### src/rtl/maze_pkg.sv
// -----------------------------------------------------------------------------
// maze_pkg
//   Shared definitions for the maze movement controller:
//   - default grid dimensions and the cell-coordinate width
//   - direction and controller-state enums
//   - pending-move record and target-cell record
//   - next_cell(): one-step neighbour of a cell plus an in-bounds flag
// -----------------------------------------------------------------------------
package maze_pkg;

  localparam int GRID_W_DEF = 32;  // 640 px / 20 px cells
  localparam int GRID_H_DEF = 24;  // 480 px / 20 px cells
  localparam int COORD_W    = 5;   // enough for 0..31

  typedef logic [COORD_W-1:0] coord_t;

  typedef enum logic [1:0] {
    DIR_UP    = 2'd0,
    DIR_DOWN  = 2'd1,
    DIR_LEFT  = 2'd2,
    DIR_RIGHT = 2'd3
  } dir_e;

  typedef enum logic [1:0] {
    ST_IDLE   = 2'd0,
    ST_CHECK  = 2'd1,
    ST_COMMIT = 2'd2,
    ST_WON    = 2'd3
  } state_e;

  // One buffered move: direction plus occupancy flag.
  typedef struct packed {
    logic valid;
    dir_e dir;
  } pending_t;

  // Neighbour cell and whether it lies inside the grid.
  typedef struct packed {
    logic   ok;
    coord_t x;
    coord_t y;
  } cell_t;

  // Step one cell from (x,y) in direction dir. The wrapped coordinate
  // produced at an edge is harmless because ok is cleared there.
  function automatic cell_t next_cell(input coord_t x,
                                      input coord_t y,
                                      input dir_e   dir,
                                      input int     gw,
                                      input int     gh);
    cell_t c;
    c.ok = 1'b1;
    c.x  = x;
    c.y  = y;
    unique case (dir)
      DIR_UP: begin
        c.ok = (y != '0);
        c.y  = y - COORD_W'(1);
      end
      DIR_DOWN: begin
        c.ok = (int'(y) < gh - 1);
        c.y  = y + COORD_W'(1);
      end
      DIR_LEFT: begin
        c.ok = (x != '0);
        c.x  = x - COORD_W'(1);
      end
      DIR_RIGHT: begin
        c.ok = (int'(x) < gw - 1);
        c.x  = x + COORD_W'(1);
      end
    endcase
    return c;
  endfunction

endpackage

### src/rtl/btn_sync_edge.sv
// -----------------------------------------------------------------------------
// btn_sync_edge
//   Brings one raw active-low pushbutton into the clock domain with a 2-flop
//   synchronizer and emits a one-cycle pulse on each synchronized 1->0
//   transition (the moment the button goes down).
//
// Ports
//   clk    in  1  system clock, rising edge
//   rst_n  in  1  asynchronous active-low reset
//   btn_n  in  1  raw button, active-low, asynchronous to clk
//   press  out 1  one-cycle pulse per press
// -----------------------------------------------------------------------------
module btn_sync_edge (
  input  logic clk,
  input  logic rst_n,
  input  logic btn_n,
  output logic press
);

  logic meta;   // first stage, may go metastable
  logic sync;   // second stage, safe to use
  logic prev;   // sync delayed one cycle, for edge detection

  // NOTE: all three flops reset to 1 (button released) so that releasing
  // reset while a button is held does not fabricate a press.
  always_ff @(posedge clk or negedge rst_n) begin
    if (!rst_n) begin
      meta <= 1'b1;
      sync <= 1'b1;
      prev <= 1'b1;
    end else begin
      // NOTE: non-blocking assignments make the three stages shift together;
      // blocking ones here would collapse the chain into a single flop.
      meta <= btn_n;
      sync <= meta;
      prev <= sync;
    end
  end

  // Built only from flop outputs, so the pulse is clean and one cycle wide.
  assign press = prev & ~sync;

endmodule

### src/rtl/maze_move_ctrl.sv
// -----------------------------------------------------------------------------
// maze_move_ctrl
//   Player movement controller for a grid maze. Button presses are buffered
//   as a single pending move; on each frame tick in IDLE the pending move is
//   bounds-checked, then the wall map is queried for the target cell. An
//   open cell is committed to the position register; reaching the goal cell
//   locks the controller in WON until reset.
//
// Ports
//   iCLK         in   1   clock, rising edge
//   iRST_N       in   1   asynchronous active-low reset
//   iBTN_N       in   4   raw buttons, active-low: [0]up [1]down [2]left [3]right
//   iFRAME_TICK  in   1   one-cycle pulse at start of vertical blank
//   oMAP_REQ     out  1   wall-map read request (high only in CHECK)
//   oMAP_X       out  5   wall-map cell x address
//   oMAP_Y       out  5   wall-map cell y address
//   iMAP_ACK     in   1   one-cycle acknowledge, iMAP_WALL valid with it
//   iMAP_WALL    in   1   1 = addressed cell is a wall
//   oPOS_X       out  5   player cell x
//   oPOS_Y       out  5   player cell y
//   oMOVES       out  10  committed-move count, saturating at 1023
//   oWIN         out  1   player has reached the goal (level)
//   oBUSY        out  1   controller is in any state other than IDLE
// -----------------------------------------------------------------------------
module maze_move_ctrl
  import maze_pkg::*;
#(
  parameter int GRID_W      = GRID_W_DEF,
  parameter int GRID_H      = GRID_H_DEF,
  parameter int START_X     = 1,
  parameter int START_Y     = 1,
  parameter int GOAL_X      = 30,
  parameter int GOAL_Y      = 22,
  parameter int ACK_TIMEOUT = 255
) (
  input  logic               iCLK,
  input  logic               iRST_N,
  input  logic [3:0]         iBTN_N,
  input  logic               iFRAME_TICK,
  output logic               oMAP_REQ,
  output logic [COORD_W-1:0] oMAP_X,
  output logic [COORD_W-1:0] oMAP_Y,
  input  logic               iMAP_ACK,
  input  logic               iMAP_WALL,
  output logic [COORD_W-1:0] oPOS_X,
  output logic [COORD_W-1:0] oPOS_Y,
  output logic [9:0]         oMOVES,
  output logic               oWIN,
  output logic               oBUSY
);

  localparam int TO_W = (ACK_TIMEOUT > 1) ? $clog2(ACK_TIMEOUT + 1) : 1;
  // Counter value on the last CHECK cycle before giving up, so the request
  // is held for exactly ACK_TIMEOUT cycles.
  localparam logic [TO_W-1:0] TO_LAST = TO_W'(ACK_TIMEOUT - 1);

  localparam coord_t START_XC = COORD_W'(START_X);
  localparam coord_t START_YC = COORD_W'(START_Y);
  localparam coord_t GOAL_XC  = COORD_W'(GOAL_X);
  localparam coord_t GOAL_YC  = COORD_W'(GOAL_Y);

  // ---------------------------------------------------------------------------
  // Button synchronizers, one per direction
  // ---------------------------------------------------------------------------
  logic [3:0] press;

  for (genvar i = 0; i < 4; i++) begin : g_btn
    btn_sync_edge u_sync (
      .clk   (iCLK),
      .rst_n (iRST_N),
      .btn_n (iBTN_N[i]),
      .press (press[i])
    );
  end

  // Simultaneous presses collapse to one direction: up > down > left > right.
  logic press_any;
  dir_e press_dir;

  // NOTE: every always_comb output gets a default first so no path can leave
  // it unassigned and infer a latch.
  always_comb begin
    press_any = |press;
    press_dir = DIR_UP;
    if (press[0])      press_dir = DIR_UP;
    else if (press[1]) press_dir = DIR_DOWN;
    else if (press[2]) press_dir = DIR_LEFT;
    else if (press[3]) press_dir = DIR_RIGHT;
  end

  // ---------------------------------------------------------------------------
  // Controller state and registered outputs
  // ---------------------------------------------------------------------------
  state_e          state;
  pending_t        pend;
  logic [TO_W-1:0] to_cnt;
  coord_t          pos_x;
  coord_t          pos_y;
  coord_t          map_x;
  coord_t          map_y;
  logic            map_req;
  logic [9:0]      moves;
  logic            win;
  logic            busy;

  // Target cell of the pending move from the current position.
  cell_t tgt;
  assign tgt = next_cell(pos_x, pos_y, pend.dir, GRID_W, GRID_H);

  // A tick only matters in IDLE with something pending; it consumes the
  // pending move whether or not the move turns out to be in bounds.
  logic take_move;
  assign take_move = (state == ST_IDLE) && iFRAME_TICK && pend.valid;

  always_ff @(posedge iCLK or negedge iRST_N) begin
    if (!iRST_N) begin
      state   <= ST_IDLE;
      pend    <= '{valid: 1'b0, dir: DIR_UP};
      to_cnt  <= '0;
      pos_x   <= START_XC;
      pos_y   <= START_YC;
      map_x   <= '0;
      map_y   <= '0;
      map_req <= 1'b0;
      moves   <= '0;
      win     <= 1'b0;
      busy    <= 1'b0;
    end else begin
      unique case (state)
        ST_IDLE: begin
          // Out-of-grid targets are dropped here without touching the map.
          if (take_move && tgt.ok) begin
            state   <= ST_CHECK;
            map_req <= 1'b1;
            map_x   <= tgt.x;
            map_y   <= tgt.y;
            to_cnt  <= '0;
            busy    <= 1'b1;
          end
        end

        ST_CHECK: begin
          // map_x/map_y hold the target for the whole CHECK and COMMIT.
          if (iMAP_ACK) begin
            map_req <= 1'b0;
            if (iMAP_WALL) begin
              state <= ST_IDLE;
              busy  <= 1'b0;
            end else begin
              state <= ST_COMMIT;
            end
          end else if (to_cnt == TO_LAST) begin
            // Map never answered: treat the cell as a wall.
            map_req <= 1'b0;
            state   <= ST_IDLE;
            busy    <= 1'b0;
          end else begin
            to_cnt <= to_cnt + TO_W'(1);
          end
        end

        ST_COMMIT: begin
          pos_x <= map_x;
          pos_y <= map_y;
          if (moves != '1) moves <= moves + 10'd1;
          if (map_x == GOAL_XC && map_y == GOAL_YC) begin
            state <= ST_WON;
            win   <= 1'b1;
          end else begin
            state <= ST_IDLE;
            busy  <= 1'b0;
          end
        end

        ST_WON: begin
          // Terminal until reset.
        end
      endcase

      // Pending-move buffer: consumed by an IDLE tick, otherwise filled by a
      // press only while empty. Presses are discarded once the game is won.
      if (take_move) begin
        pend.valid <= 1'b0;
      end else if (!pend.valid && press_any && state != ST_WON) begin
        pend.valid <= 1'b1;
        pend.dir   <= press_dir;
      end
    end
  end

  assign oMAP_REQ = map_req;
  assign oMAP_X   = map_x;
  assign oMAP_Y   = map_y;
  assign oPOS_X   = pos_x;
  assign oPOS_Y   = pos_y;
  assign oMOVES   = moves;
  assign oWIN     = win;
  assign oBUSY    = busy;

endmodule

### config.mk
export PLATFORM = sky130hd
export DESIGN_NAME = maze_move_ctrl
export DESIGN_NICKNAME = d
export VERILOG_FILES = /design/src/rtl/maze_pkg.sv /design/src/rtl/btn_sync_edge.sv /design/src/rtl/maze_move_ctrl.sv
export SDC_FILE = /design/constraint.sdc
export NUM_CORES = 1
export LEC_CHECK = 0
export CAP_MARGIN = 30
export CORE_MARGIN = 4
export CORE_UTILIZATION = 54
export CTS_CLUSTER_SIZE = 10
export DETAILED_ROUTE_END_ITERATION = 7
export PLACE_DENSITY = 0.85
export SYNTH_ARGS = -nofsm -noshare
export SYNTH_HDL_FRONTEND = slang
export SYNTH_SLANG_ARGS = --single-unit
### constraint.sdc
create_clock -name iCLK -period 3.4 [get_ports iCLK]
set_input_delay 1.02 -clock iCLK [delete_from_list [all_inputs] [get_ports iCLK]]
set_output_delay 1.02 -clock iCLK [all_outputs]
set_load 0.01 [all_outputs]
After elaboration in Yosys (flattened, before gate mapping):

Cells that the tools add are included.

* input port bits: 9
* output and inout port bits: 33
* register bits: 58

* equal/unequal tests: 16
* mux-type cells: 27
* $lt $le $gt $ge: 2
* bitwise gates (word level): 9
* add/subtract/negate cells: 6
* reductions and logical operators: 23

Operator list (count)
* $mux W8: 3
* $pmux W5 S2: 2
* $mux W2: 9
* $pmux W8 S2: 1
* $add A10 B1 Y10 const B: 1
* $add A5 B1 Y5 const B: 2
* $eq A5 B5 Y1 const B: 2
* $lt A5 B5 Y1 const B: 2
* $ne A10 B10 Y1 const B: 1
* $reduce_bool A5 Y1: 2
* $sub A5 B1 Y5 const B: 2
* $add A8 B1 Y8 const B: 1
* $eq A8 B8 Y1 const B: 1
* $ne A2 B2 Y1 const B: 4
* $reduce_and A2 Y1: 4
* $mux W1: 7
* $eq A2 B2 Y1 const B: 3
* $logic_and A1 B1 Y1: 6
* $ne A3 B3 Y1 const B: 2
* $pmux W2 S3: 1
* $reduce_and A3 Y1: 2
* $not A1 Y1: 5
* $reduce_and A5 Y1: 1
* $and A1 B1 Y1: 4
* other kinds (12): 15

Longest topological paths before layout:

* depth after elaboration: 8
* depth in mapped cells: 9

By module:

From an unflattened synthesis, not the netlist that was laid out.

* cell total of the unflattened synthesis: 282
* area total of the unflattened synthesis: 2999.1 sq um

Modules (own cells, without submodules)
* maze_move_ctrl: sequential area each 1153.6 sq um, cells each 266, area each 2628.8 sq um, instances 1
* btn_sync_edge: sequential area each 78.8 sq um, cells each 4, area each 92.6 sq um, instances 4

Worst setup path after synthesis:

No wires, ideal clock.

* path kind: input port to flip-flop
* start: input port iFRAME_TICK
* end: register busy (netlist: oBUSY)
* setup slack: 1.135 ns
* path buffers: 0
* data arrival time: 2.186 ns
* stages on the path: 5
* cell sequence: and3_1 -> o41a_4 -> o31ai_4 -> a2111oi_0 -> mux2i_1

* word-level cells in the longest chain between the ends: 5

RTL lines
* from (decl): RTL line maze_move_ctrl.sv:39 `input logic iFRAME_TICK,`
* $logic_and A1 B1 Y1 (2 in series): RTL line maze_move_ctrl.sv:113 `assign take_move = (state == ST_IDLE) && iFRAME_TICK && pend.valid;`
* $logic_and A1 B1 Y1: RTL line maze_move_ctrl.sv:132 `if (take_move && tgt.ok) begin`
* $ne A2 B1 Y1 (no source line)
* $reduce_and A5 Y1 (no source line)
* to (signal assigned): RTL line maze_move_ctrl.sv:127 `busy <= 1'b0;`
* to (signal assigned): RTL line maze_move_ctrl.sv:138 `busy <= 1'b1;`
* to (signal assigned): RTL line maze_move_ctrl.sv:148 `busy <= 1'b0;`
* to (decl): RTL line maze_move_ctrl.sv:104 `logic busy;`

Every way passes these cells.
A chain may end at the register's enable or synchronous reset.

Worst setup path in the final report:

Ends and elaborated chain as after synthesis.

==> flow_metrics.env <==
export IMPL_status="complete, no violations"
export IMPL_synth_seq_area_share=0.469
export IMPL_p_comb_frac=0.453
export IMPL_clock_sinks=58
export IMPL_ys_types=56
export IMPL_min_path_cells=0
export IMPL_maxCapViolations=0
export IMPL_initial_core_util=0.562
export IMPL_power_switching_w=0.00137
export IMPL_synth_edff_count=0
export IMPL_routed_wl_met3_um=256
export IMPL_path_class="primary input to flip-flop"
export IMPL_cp_num_cells=6
export IMPL_switching_share=0.388
export IMPL_path_delay_family="compound AO/OA/AOI/OAI gates"
export IMPL_skew_ns=0.00804
export IMPL_syn_cell_area_um2=3130
export IMPL_syn_to_final_growth_pct=22.3
export IMPL_antenna_found_initial=0
export IMPL_report_final_slew_viol_count=0
export IMPL_avgSynthCellArea_um2=10.5
export IMPL_rows=27
export IMPL_hold_class="flip-flop to flip-flop"
export IMPL_setup_slack_ns=0.718
export IMPL_io_buffers=41
export IMPL_hold_violations=0
export IMPL_diodes=0
export IMPL_tightest_slew_ns=0.805
export IMPL_grt_pass1_vias=2484
export IMPL_cts_setup_buffers=0
export IMPL_path_clk_slew_ns=0.06
export IMPL_wl_per_cell_um=16.5
export IMPL_leakage_nw=1.67
export IMPL_crit_start="iFRAME_TICK"
export IMPL_total_power_w=0.00353
export IMPL_grt_pass1_wl_um=11900
export IMPL_required_ns=3.66
export IMPL_cts_resized=0
export IMPL_yosysMostFrequentCell="dfrtp_1"
export IMPL_synth_top_area_cell="dfrtp_1"
export IMPL_cts_hold_buf=0
export IMPL_ys_seq_elements=58
export IMPL_grt_ovfl_total=0
export IMPL_worstSetupEndpointType="flip-flop"
export IMPL_fin_crit_sh=0.789
export IMPL_synth_common_cells="dfrtp_1 (44), nand2_1 (32), o21ai_0 (16)"
export IMPL_gp_congestion=0.892
export IMPL_ir_worst_vdd_uv=650
export IMPL_synth_fa_ha_area_frac=0.0647
export IMPL_numCtsBuffers=9
export IMPL_worstRegToRegCells=5
export IMPL_clockBufferDepth=2
export IMPL_die_w_um=84.2
export IMPL_async_flop_share=1.00
export IMPL_syn_nets=321
export IMPL_path_max_fanout=20
export IMPL_fmax_mhz=373
export IMPL_synthMuxAreaShare=0.0551
export IMPL_intPower_w=0.00216
export IMPL_arrival_ns=2.95
export IMPL_layout_drive_gt1_share=0.157
export IMPL_synthSimpleGateAreaFrac=0.169
export IMPL_synth_top_cell_area_share=0.352
export IMPL_setup_tns_final_ns=0
export IMPL_slowest_stage="a2111oi_0"
export IMPL_drc=0
export IMPL_max_stage_delay_ns=0.56
export IMPL_pin_count=42
export IMPL_viasPerCell=5.94
export IMPL_synth_top_family_by_area="simple AND/OR/NAND/NOR gates"
export IMPL_cellPowerDensity_nw_per_um2=921
export IMPL_final_nets=369
export IMPL_hp_start="g_btn[1].u_sync.meta$_DFF_PN1_"
export IMPL_insertion_delay_ns=0.34
export IMPL_netlist_instances=297
export IMPL_placeableCoreArea_um2=5570
export IMPL_rsz0062_at_grt="false"
export IMPL_synth_compound_area_frac=0.164
export IMPL_drt_iter0_drc=132
export IMPL_die_area_um2=7080
export IMPL_synth_main_ff_cell="dfrtp_1"
export IMPL_die_height_um=84.2
export IMPL_finalSetupViolCount=0
export IMPL_timing_critical_path_buf_inv=1
export IMPL_seq_power_share=0.331
export IMPL_hpwl_um=4800
export IMPL_grt_max_degree=31
export IMPL_path_cells="clkdlybuf4s50_1, and3_1, o41a_4, o31ai_4, a2111oi_0, mux2i_1"
export IMPL_dr_max_layer_used="met4"
export IMPL_h_tree_depth=3
export IMPL_wirelength_um=6960
export IMPL_cts_tree="yes"
export IMPL_regToRegStartpoint="oPOS_X[1]$_DFFE_PN0P_"
export IMPL_antenna_left=0
export IMPL_met1Wirelength_um=3040
export IMPL_synth_xor_area_frac=0.0364
export IMPL_p_clk_frac=0.215
export IMPL_synthTopCellsByArea="dfrtp_1 (35%), dfstp_2 (12%), ha_1 (5.2%)"
export IMPL_slew_headroom=0.464
export IMPL_finalCriticalPeriod_ns=2.68
export IMPL_place_ws_ns=0.318
export IMPL_wl_met2_um=3500
export IMPL_dr_pass1_iters=4
export IMPL_post_route_util=0.687
export IMPL_vias=2507
export IMPL_grt_total_usage=0.209
export IMPL_cts_root_buffer="clkbuf_8"
export IMPL_crit_path_start_kind="primary input"
export IMPL_yosysWarningCount=0
power by group through the flow:
stage          sequential [W]  clock [W]  combinational [W]
6_report              0.00117   0.000759            0.00160
5_1_grt               0.00120   0.000805            0.00176
4_1_cts               0.00116   0.000769            0.00161
3_5_place_dp          0.00117          0            0.00159
3_3_place_gp          0.00116          0            0.00152
2_1_floorplan         0.00117          0            0.00106
layout by cell type (no fill, tap or decap), types with 3 or more instances in the layout:
cell / instances
a21oi_1: 7
nor2b_1: 7
inv_1: 15
a211oi_1: 3
dfstp_2: 14
clkbuf_8: 12
ha_1: 13
buf_4: 5
a2111oi_0: 3
and3_1: 8
clkdlybuf4s50_1: 40
nand2_1: 32
dfrtp_1: 44
a2111o_1: 3
xor2_1: 4
a31oi_1: 7
nand4_1: 3
nand3_1: 14
nor3_1: 4
o21ai_0: 16
a21o_1: 9
mux2_2: 10
nor2_1: 14
xnor2_1: 9
mux2i_1: 6
nand2b_1: 5
layout make-up:
cell class              instances  area [um2]
fillers                       424        1740
clock inverters                 4        72.6
inverters                      16        60.1
clock buffers                  12         165
multi-input cells             214        1530
well taps                      72        90.1
flip-flops and latches         58        1470
repair buffers                 46         443
final timing paths:
kind / end / slack, ns
max: oBUSY$_DFFE_PN0P_ / 0.72
min: g_btn[1].u_sync.sync$_DFF_PN1_ / 0.36
max reg2reg: to_cnt[3]$_DFFE_PN0P_ / 0.79
max in group asynchronous: g_btn[3].u_sync.prev$_DFF_PN1_ / 1.87
min reg2reg: g_btn[1].u_sync.sync$_DFF_PN1_ / 0.36
min in group asynchronous: oMAP_X[4]$_DFFE_PN0P_ / 0.71
cells by family (layout without fill, tap and decap cells):
kind of cell	Yosys count	after routing
mux	16	16
xor+xnor	13	13
compound gates	68	68
simple gates	102	102
buf+inv	25	78
fa+ha+maj	15	15
flops	58	58
state kept, by name, indices dropped and copies added (netlist names):
signal / count
to_cnt: 8
oMAP_REQ: 1
oBUSY: 1
oPOS_X: 5
oWIN: 1
oPOS_Y: 5
g_btn.u_sync.prev: 4
pend: 3
oMAP_Y: 5
state: 2
g_btn.u_sync.sync: 4
oMAP_X: 5
oMOVES: 10
g_btn.u_sync.meta: 4
through the flow:
stage / hold slack [ns] / instances / area [um2]
6_report: 0.358 / 422 / 3830
5_1_grt: 0.356 / 422 / 3830
2_1_floorplan: 0.345 / 297 / 3130
3_3_place_gp: 0.345 / 406 / 3590
3_5_place_dp: 0.347 / 406 / 3590
4_1_cts: 0.358 / 422 / 3830
routing by layer:
layer | vias to the layer above | global-route usage
met2 | 65 | 0.345
met1 | 1251 | 0.262
met3 | 14 | 0.0500
met5 | - | 0
met4 | 0 | 0.0863
li1 | 1177 | -
Note: power is estimated with default switching activity, not from simulation.
